### config.mk
export PLATFORM = sky130hd
export DESIGN_NAME = csr_initiator
export DESIGN_NICKNAME = d
export VERILOG_FILES = /design/src/rtl/csr_init_pkg.sv /design/src/rtl/csr_initiator.sv
export SDC_FILE = /design/constraint.sdc
export NUM_CORES = 1
export LEC_CHECK = 0
export BUFFER_PORTS_ARGS = -buffer_cell sky130_fd_sc_hd__buf_2
export CAP_MARGIN = 20
export CORE_MARGIN = 3
export CORE_UTILIZATION = 49
export CTS_BUF_LIST = sky130_fd_sc_hd__clkbuf_4 sky130_fd_sc_hd__clkbuf_8
export CTS_CLUSTER_SIZE = 12
export DETAILED_ROUTE_END_ITERATION = 8
export HOLD_SLACK_MARGIN = 0.1
export PLACE_DENSITY = 0.84
export SYNTH_ARGS = -nofsm -noshare
export SYNTH_HDL_FRONTEND = slang
export SYNTH_SLANG_ARGS = --single-unit
### constraint.sdc
create_clock -name reg_clk_i -period 3.22 [get_ports reg_clk_i]
set_input_delay 0.322 -clock reg_clk_i [delete_from_list [all_inputs] [get_ports reg_clk_i]]
set_output_delay 0.322 -clock reg_clk_i [all_outputs]
set_load 0.02 [all_outputs]
### src/rtl/csr_init_pkg.sv
// csr_init_pkg: shared types for the CSR initiator.
// State encoding, wait-counter width and the command record used by
// producers of the command stream. The MERGE state is only reachable
// when the design is built with CSR_INIT_RMW_EN.
package csr_init_pkg;

  typedef enum logic [2:0] {
    IDLE    = 3'd0,
    WR      = 3'd1,
    RD      = 3'd2,
    RD_WAIT = 3'd3,
    MERGE   = 3'd4,
    RSP     = 3'd5
  } csr_init_state_t;

  // Wide enough for RD_LATENCY-1 with RD_LATENCY up to 7.
  localparam int RD_CNT_W = 3;

  // Default CSR map geometry; the command record is sized by these.
  localparam int CSR_ADDR_W = 8;
  localparam int CSR_DATA_W = 32;

  typedef struct packed {
    logic                  we;
    logic [CSR_ADDR_W-1:0] addr;
    logic [CSR_DATA_W-1:0] wdata;
    logic [CSR_DATA_W-1:0] mask;
  } csr_init_cmd_t;

endpackage

### src/rtl/csr_initiator.sv
// csr_initiator: bus-master end of the CSR interface.
// Accepts one valid/ready command at a time, issues a single-cycle
// reg_wr_en_o or reg_rd_en_o strobe, captures registered read data after
// RD_LATENCY cycles and returns it on a valid/ready response stream.
// Optional build macro CSR_INIT_RMW_EN adds cmd_mask_i and a
// read-merge-write path for partially masked writes.
module csr_initiator
  import csr_init_pkg::*;
#(
  parameter int ADDR_W     = 8,
  parameter int DATA_W     = 32,
  parameter int RD_LATENCY = 1
) (
  input  logic              reg_clk_i,
  input  logic              reg_rst_i,
  input  logic              cmd_valid_i,
  output logic              cmd_ready_o,
  input  logic              cmd_we_i,
  input  logic [ADDR_W-1:0] cmd_addr_i,
  input  logic [DATA_W-1:0] cmd_wdata_i,
`ifdef CSR_INIT_RMW_EN
  input  logic [DATA_W-1:0] cmd_mask_i,
`endif
  output logic              rsp_valid_o,
  input  logic              rsp_ready_i,
  output logic              rsp_we_o,
  output logic [DATA_W-1:0] rsp_rdata_o,
  output logic              reg_wr_en_o,
  output logic              reg_rd_en_o,
  output logic [ADDR_W-1:0] reg_addr_o,
  output logic [DATA_W-1:0] reg_wr_data_o,
  input  logic [DATA_W-1:0] reg_rd_data_i,
  output logic              busy_o
);

  csr_init_state_t     state_reg;
  csr_init_state_t     state_next;
  logic [RD_CNT_W-1:0] rd_cnt_reg;
  logic                cmd_ready_reg;
  logic                rsp_valid_reg;
  logic                rsp_we_reg;
  logic [DATA_W-1:0]   rsp_rdata_reg;
  logic                reg_wr_en_reg;
  logic                reg_rd_en_reg;
  logic [ADDR_W-1:0]   reg_addr_reg;
  logic [DATA_W-1:0]   reg_wr_data_reg;
  logic                cmd_accept;
  logic                rmw_req;
  logic                rd_cnt_zero;

  assign cmd_accept  = cmd_valid_i && cmd_ready_reg;
  assign rd_cnt_zero = (rd_cnt_reg == '0);

`ifdef CSR_INIT_RMW_EN
  logic [DATA_W-1:0] cmd_mask_reg;

  // A write needs the read-merge path unless every bit is enabled.
  assign rmw_req = (cmd_mask_i != '1);
`else
  assign rmw_req = 1'b0;
`endif

  // State register.
  always_ff @(posedge reg_clk_i or posedge reg_rst_i) begin
    if (reg_rst_i) begin
      state_reg <= IDLE;
    end else begin
      state_reg <= state_next;
    end
  end

  // Next-state decode; one transaction in flight, stalls only in RSP.
  always_comb begin
    state_next = state_reg;
    case (state_reg)
      IDLE: begin
        if (cmd_accept) begin
          state_next = (cmd_we_i && !rmw_req) ? WR : RD;
        end
      end
      WR:      state_next = RSP;
      RD:      state_next = RD_WAIT;
      RD_WAIT: begin
        if (rd_cnt_zero) begin
`ifdef CSR_INIT_RMW_EN
          // A write that reached RD_WAIT is a masked write: merge next.
          state_next = rsp_we_reg ? MERGE : RSP;
`else
          state_next = RSP;
`endif
        end
      end
`ifdef CSR_INIT_RMW_EN
      MERGE:   state_next = WR;
`endif
      RSP: begin
        if (rsp_ready_i) begin
          state_next = IDLE;
        end
      end
      default: state_next = IDLE;
    endcase
  end

  // Registered outputs and datapath. Handshake/strobe flags are decoded
  // from the next state so they line up exactly with the state they
  // belong to; one flop each keeps the strobes glitch-free.
  always_ff @(posedge reg_clk_i or posedge reg_rst_i) begin
    if (reg_rst_i) begin
      cmd_ready_reg   <= 1'b0;
      rsp_valid_reg   <= 1'b0;
      rsp_we_reg      <= 1'b0;
      rsp_rdata_reg   <= '0;
      reg_wr_en_reg   <= 1'b0;
      reg_rd_en_reg   <= 1'b0;
      reg_addr_reg    <= '0;
      reg_wr_data_reg <= '0;
      rd_cnt_reg      <= '0;
    end else begin
      cmd_ready_reg <= (state_next == IDLE);
      reg_wr_en_reg <= (state_next == WR);
      reg_rd_en_reg <= (state_next == RD);
      rsp_valid_reg <= (state_next == RSP);

      // Address and write data hold from one acceptance to the next.
      if (cmd_accept) begin
        reg_addr_reg    <= cmd_addr_i;
        reg_wr_data_reg <= cmd_wdata_i;
        rsp_we_reg      <= cmd_we_i;
        rsp_rdata_reg   <= '0;
      end

      // Wait counter: loaded during the read strobe, counts down to 0.
      if (state_reg == RD) begin
        rd_cnt_reg <= RD_CNT_W'(RD_LATENCY - 1);
      end else if ((state_reg == RD_WAIT) && !rd_cnt_zero) begin
        rd_cnt_reg <= rd_cnt_reg - RD_CNT_W'(1);
      end

      // Read data is sampled only on the capture cycle.
      if ((state_reg == RD_WAIT) && rd_cnt_zero) begin
        rsp_rdata_reg <= reg_rd_data_i;
      end

`ifdef CSR_INIT_RMW_EN
      // Merge the read-back value with the enabled bits of the write data;
      // reg_wr_data_reg still holds the original write data here.
      if (state_reg == MERGE) begin
        reg_wr_data_reg <= (rsp_rdata_reg & ~cmd_mask_reg) |
                           (reg_wr_data_reg & cmd_mask_reg);
      end
`endif
    end
  end

`ifdef CSR_INIT_RMW_EN
  // Mask captured alongside the rest of the command.
  always_ff @(posedge reg_clk_i or posedge reg_rst_i) begin
    if (reg_rst_i) begin
      cmd_mask_reg <= '0;
    end else if (cmd_accept) begin
      cmd_mask_reg <= cmd_mask_i;
    end
  end
`endif

  assign cmd_ready_o   = cmd_ready_reg;
  assign rsp_valid_o   = rsp_valid_reg;
  assign rsp_we_o      = rsp_we_reg;
  assign rsp_rdata_o   = rsp_rdata_reg;
  assign reg_wr_en_o   = reg_wr_en_reg;
  assign reg_rd_en_o   = reg_rd_en_reg;
  assign reg_addr_o    = reg_addr_reg;
  assign reg_wr_data_o = reg_wr_data_reg;
  assign busy_o        = (state_reg != IDLE);

endmodule

Word level (Yosys, flattened, before mapping)
Index checks and enable logic that the tools add are counted.
{"block": "word_totals", "register_bits": 83, "inputBits": 77, "output_inout_bits": 78, "elab_cells": 37}
{"block": "classes", "add_sub_neg": 1, "eq_ne": 7, "mux": 9, "reduce_logical": 10}
{"operator": "32-bit two-way mux", "count": 2}
{"operator": "3-bit two-way mux", "count": 5}
{"operator": "3-bit case mux with 5 select lines", "count": 1}
{"operator": "3-bit by 2-bit == test with 1-bit output (second input constant)", "count": 3}
{"operator": "3-bit logical NOT", "count": 3}
{"operator": "3-bit by 1-bit == test with 1-bit output (second input constant)", "count": 2}
{"operator": "3-bit == test (second input constant)", "count": 2}
{"operator": "2-bit nonzero test", "count": 2}
{"operator": "1-bit logical AND", "count": 3}
{"operator": "3-bit nonzero test", "count": 1}
{"operator": "3-bit by 1-bit subtractor with 3-bit output (second input constant)", "count": 1}
{"operator": "2-bit two-way mux", "count": 1}
{"operator": "1-bit logical NOT", "count": 1}

Longest topological paths before layout
{"block": "depth", "ltp_word": 5, "ltp_mapped": 5, "ltp_nobuf": 5}

Least setup slack after synthesis
Ideal clock, no wire load.
{"block": "synth_timing", "path_type": "reg2reg", "start": "register rd_cnt_reg[0]", "end": "register rd_cnt_reg[1]", "setup_time_ns": 0.126, "arrival_time_ns": 1.199, "required_time_ns": 3.094, "setup_slack_ns": 1.895, "stages_incl_launch_ff": 6, "path_buffers": 0, "period_less_slack_ns": 1.325, "path_cell_list": "dfrtp_1 -> inv_1 -> ha_1 -> nor2b_1 -> and3_1 -> a221o_1"}
{"block": "synth_between", "elab_chain_len": 4, "elab_cells_between_ends": 7, "classes_between": "add/sub: 1; mux: 2; reduce/logical: 4"}
{"item": "start, declared", "line": "csr_initiator.sv:38", "rtl": "logic [RD_CNT_W-1:0] rd_cnt_reg;"}
{"item": "start signal, assigned", "line": "csr_initiator.sv:135", "rtl": "rd_cnt_reg <= RD_CNT_W'(RD_LATENCY - 1);"}
{"item": "start signal, assigned", "line": "csr_initiator.sv:137", "rtl": "rd_cnt_reg <= rd_cnt_reg - RD_CNT_W'(1);"}
{"item": "parallel branches: the longest is 4 deep, another holds 3-bit by 1-bit subtractor with 3-bit output"}
Several ways; the timed one is not identified. The select of a mux whose other input is x is not followed.
A chain may end at the register's enable or synchronous reset.

Worst setup path in the final report
{"block": "layout_timing", "start": "register state_reg[0]", "end": "register rsp_rdata_reg[26], in the netlist rsp_rdata_o[26]"}
{"block": "layout_between", "elab_chain_len": 3, "elab_cells_between_ends": 4, "classes_between": "eq/ne: 1; mux: 1; reduce/logical: 2"}
{"item": "start, declared", "line": "csr_initiator.sv:36", "rtl": "csr_init_state_t state_reg;"}
{"item": "start signal, assigned", "line": "csr_initiator.sv:68", "rtl": "state_reg <= state_next;"}
{"item": "3-bit by 2-bit == test with 1-bit output (*)", "line": "csr_initiator.sv:141", "rtl": "if ((state_reg == RD_WAIT) && rd_cnt_zero) begin"}
{"item": "1-bit logical AND (*)", "line": "csr_initiator.sv:141"}
{"item": "32-bit two-way mux or 2-bit nonzero test (tied branches)"}
{"item": "end signal, assigned", "line": "csr_initiator.sv:142", "rtl": "rsp_rdata_reg <= reg_rd_data_i;"}
{"item": "end, declared", "line": "csr_initiator.sv:42", "rtl": "logic [DATA_W-1:0] rsp_rdata_reg;"}
Every way passes the cells marked *; elsewhere a longest branch is shown, timed or not.

==> key figures <==
Outcome
  • Outcome: finished clean

Global routing
  • Largest net degree at the start of global routing: 53
  • GRT overflow: 0
  • Initial antenna violation count: 0
  • Vias in the first global route: between 2k and 3k
  • Total track usage: 0.181
  • Global-route wire length before repair: between 10,000 and 15,000 um

Drt
  • Final wirelength: just over 7000 um
  • Initial drt markers: around 70
  • Pre-Repair DR Iteration Count: 4
  • WL per Instance: 13.7 um
  • Drc violations: 0
  • Vias/cell: 4.67
  • DR vias: 2,452
  • Final ANT Viol Nets: 0

Cells and area
  • Final net count: 507
  • Share of layout cells above drive strength 1: 0.500
  • Fillers: just over 500
  • Cell Count, Final, Fillers Out: around 530
  • Commonest non-fill, non-tap cell in the layout: buf_2
  • Area grow syn2layout: 30.2%
  • Leading cell types in the layout, fill and taps excluded: buf_2, dfrtp_1, mux2_2
  • Ant diodes: 0

STA
  • Worst slew margin: 0.438
  • # setup viols final: 0
  • Final Hold Fails: 0
  • TNS Setup: 0 ns
  • Period utilization: 0.551
  • Slew @ Worst Pin: about 0.84 ns
  • Clock skew: around 0.0085 ns
  • Fmax: between 0.5 and 0.6 GHz
  • Count of pins over their slew limit: 0
  • Crit path time final: about 1.8 ns
  • RSZ-0062 raised after global routing: no

Synth
  • Synth Area in Simple Gates: 0.0747
  • Mux share of post-synthesis cell area: 0.223
  • Post-Synth XOR/XNOR Area: 0
  • Post-synthesis cell area: approximately 0.0035 mm^2
  • Adder-Cell Fraction of Synth Area: 0.00725
  • Register area share after synthesis: 0.602
  • Mean Syn Cell Area: around 13 um^2
  • Total nets after synthesis: roughly 350
  • Seq cells post-synth: a little over 80
  • Yosys cell types: 27
  • Synth Warn #: 0
  • Synth Area in Compound Gates: 0.0236
  • Main combinational cell family by area after synthesis: multiplexers
  • Cells after Synth: 273

Worst setup path
  • Largest fanout on the critical path: 32
  • Crit Path Class: register to register
  • Worst reg2reg path depth: 3
  • Critical path buffers and inverters: 0
  • Crit. path cell count: 3
  • CP Launch Type: register
  • Max incr delay on CP: between 0.5 and 0.6 ns
  • CP top delay family: simple AND/OR/NAND/NOR gates
  • Critical path arrival: between 2 and 2.5 ns
  • Sequence of cells on the critical path: nor2b_1, nand3_4, mux2i_1
  • Crit end category: register
  • Crit path max-delay cell type: dfrtp_1
  • CP Data Required Time: around 3.5 ns

Clock network
  • Number of setup buffers added after CTS: 0
  • Worst-skew pair later-pin latency: about 0.34 ns
  • Number of buffers created by CTS: 9
  • Clock Tree Buf Depth: 2
  • CTS sink cnt: slightly above 80
  • CTS tree: yes
  • Clock-pin transition on the worst setup and hold timing paths: about 0.090 ns
  • CTS Root Cell: clkbuf_8
  • PostCTS Resize Cnt: 0
  • H-tree Lvls: 3
  • CTS Hold Bufs: 0

Floorplanning
  • Starting Density: 0.526
  • Chip height: about 90 um
  • Core Region: ~0.0066 mm^2
  • Rows: 29
  • Die Width: 89.9 um
  • Die ar.: about 0.0081 mm^2
  • # IOs: about 160

Job
  • Number of max-cap violations: 0

Pwr
  • Pwr/cell area: ~910 mW/mm^2
  • Max VDD drop: 0.000564 V
  • Leak Pwr: 2.63 nW

Place
  • Placed Cells: 510
  • Placer Congestion: about 0.8
  • I/O Buffers: ~150
  • Post-DP HPWL: 5340 um

Worst hold path
  • Worst hold path class: primary input to async pin
## power breakdown
part	total (W)	internal, W	switching, W
logic	0.00159	0.000647	0.000944
registers	0.00165	0.00143	0.000214
clock network	0.000835	0.000475	0.000359
## synthesized netlist by cell type
master / count / area, um^2
buf_6: 2 / 22.5
dfrtp_1: 83 / 2080
mux2_2: 40 / 450
or3_1: 2 / 12.5
nand3b_1: 1 / 7.51
o21a_1: 3 / 22.5
and2b_2: 1 / 8.76
nor2_1: 2 / 7.51
and3_1: 1 / 6.26
buf_4: 2 / 15.0
nand2b_1: 2 / 12.5
nand4b_1: 1 / 8.76
inv_1: 35 / 131
mux2i_1: 32 / 320
a31oi_1: 3 / 18.8
o21ai_0: 3 / 15.0
nor3_1: 2 / 10.0
nand3_1: 1 / 5.00
nand2_1: 38 / 143
ha_1: 2 / 25.0
buf_8: 3 / 45.0
nor2b_1: 3 / 18.8
a21oi_1: 3 / 15.0
clkbuf_1: 3 / 11.3
buf_2: 3 / 15.0
a221o_1: 1 / 10.0
nand3_4: 1 / 17.5
## through the flow
step | hold WS, ns | setup WS [ns] | cell area, um^2 | total power, W | utilization
after floorplan | 0.395 | 0.761 | 3450 | 0.00273 | -
after global placement | 0.466 | 1.52 | 4270 | 0.00323 | 0.650
after detailed placement | 0.466 | 1.39 | 4270 | 0.00328 | 0.650
after CTS | 0.145 | 1.40 | 4490 | 0.00412 | 0.684
after global routing | 0.181 | 1.34 | 4490 | 0.00431 | 0.684
final | 0.114 | 1.45 | 4490 | 0.00407 | 0.684
## path summary, 6_finish.rpt
| kind | from | end | slack [ns] |
|---|---|---|---|
| min in group reg_clk_i | cmd_we_i | reg_rd_en_o | 0.19 |
| min | reg_rst_i | reg_wr_data_o[31] | 0.11 |
| max in group asynchronous | reg_rst_i | reg_wr_data_o[19] | 2.35 |
| min reg2reg | rsp_we_o | rsp_we_o | 0.49 |
| max reg2reg | state_reg[0] | rsp_rdata_o[26] | 1.45 |
| max | state_reg[0] | rsp_rdata_o[26] | 1.45 |
## cell type report
| type | count | area [um^2] | area share |
|---|---|---|---|
| repair buffers | 157 | 806 | 0.179 |
| flip-flops and latches | 83 | 2080 | 0.462 |
| clock inverters | 4 | 73.8 | 0.0164 |
| inverters | 35 | 133 | 0.0295 |
| well taps | 93 | 116 | 0.0259 |
| multi-input cells | 142 | 1140 | 0.253 |
| clock buffers | 11 | 151 | 0.0337 |
## worst register-to-register path, stage by stage (launching register included)
cell	delay [ns]
dfrtp_1	0.51
nor2b_1	0.30
nand3_4	0.51
mux2i_1	0.37
## cells by family after synthesis
logic type                 Yosys count
muxes                               72
buffers and inverters               48
and+or+nand+nor                     55
adders and majority gates            2
DFF                                 83
AOI/OAI and AO/OA                   13
## metal layers
| metal | part of all wire | up-vias | track usage |
|---|---|---|---|
| li1 | - | 1199 | - |
| met1 | 0.42 | 1136 | 0.225 |
| met2 | 0.47 | 107 | 0.288 |
| met3 | 0.095 | 10 | 0.0684 |
| met5 | 0 | - | 0 |
| met4 | 0.014 | 0 | 0.0727 |
Power figures use the tool's default switching activity.
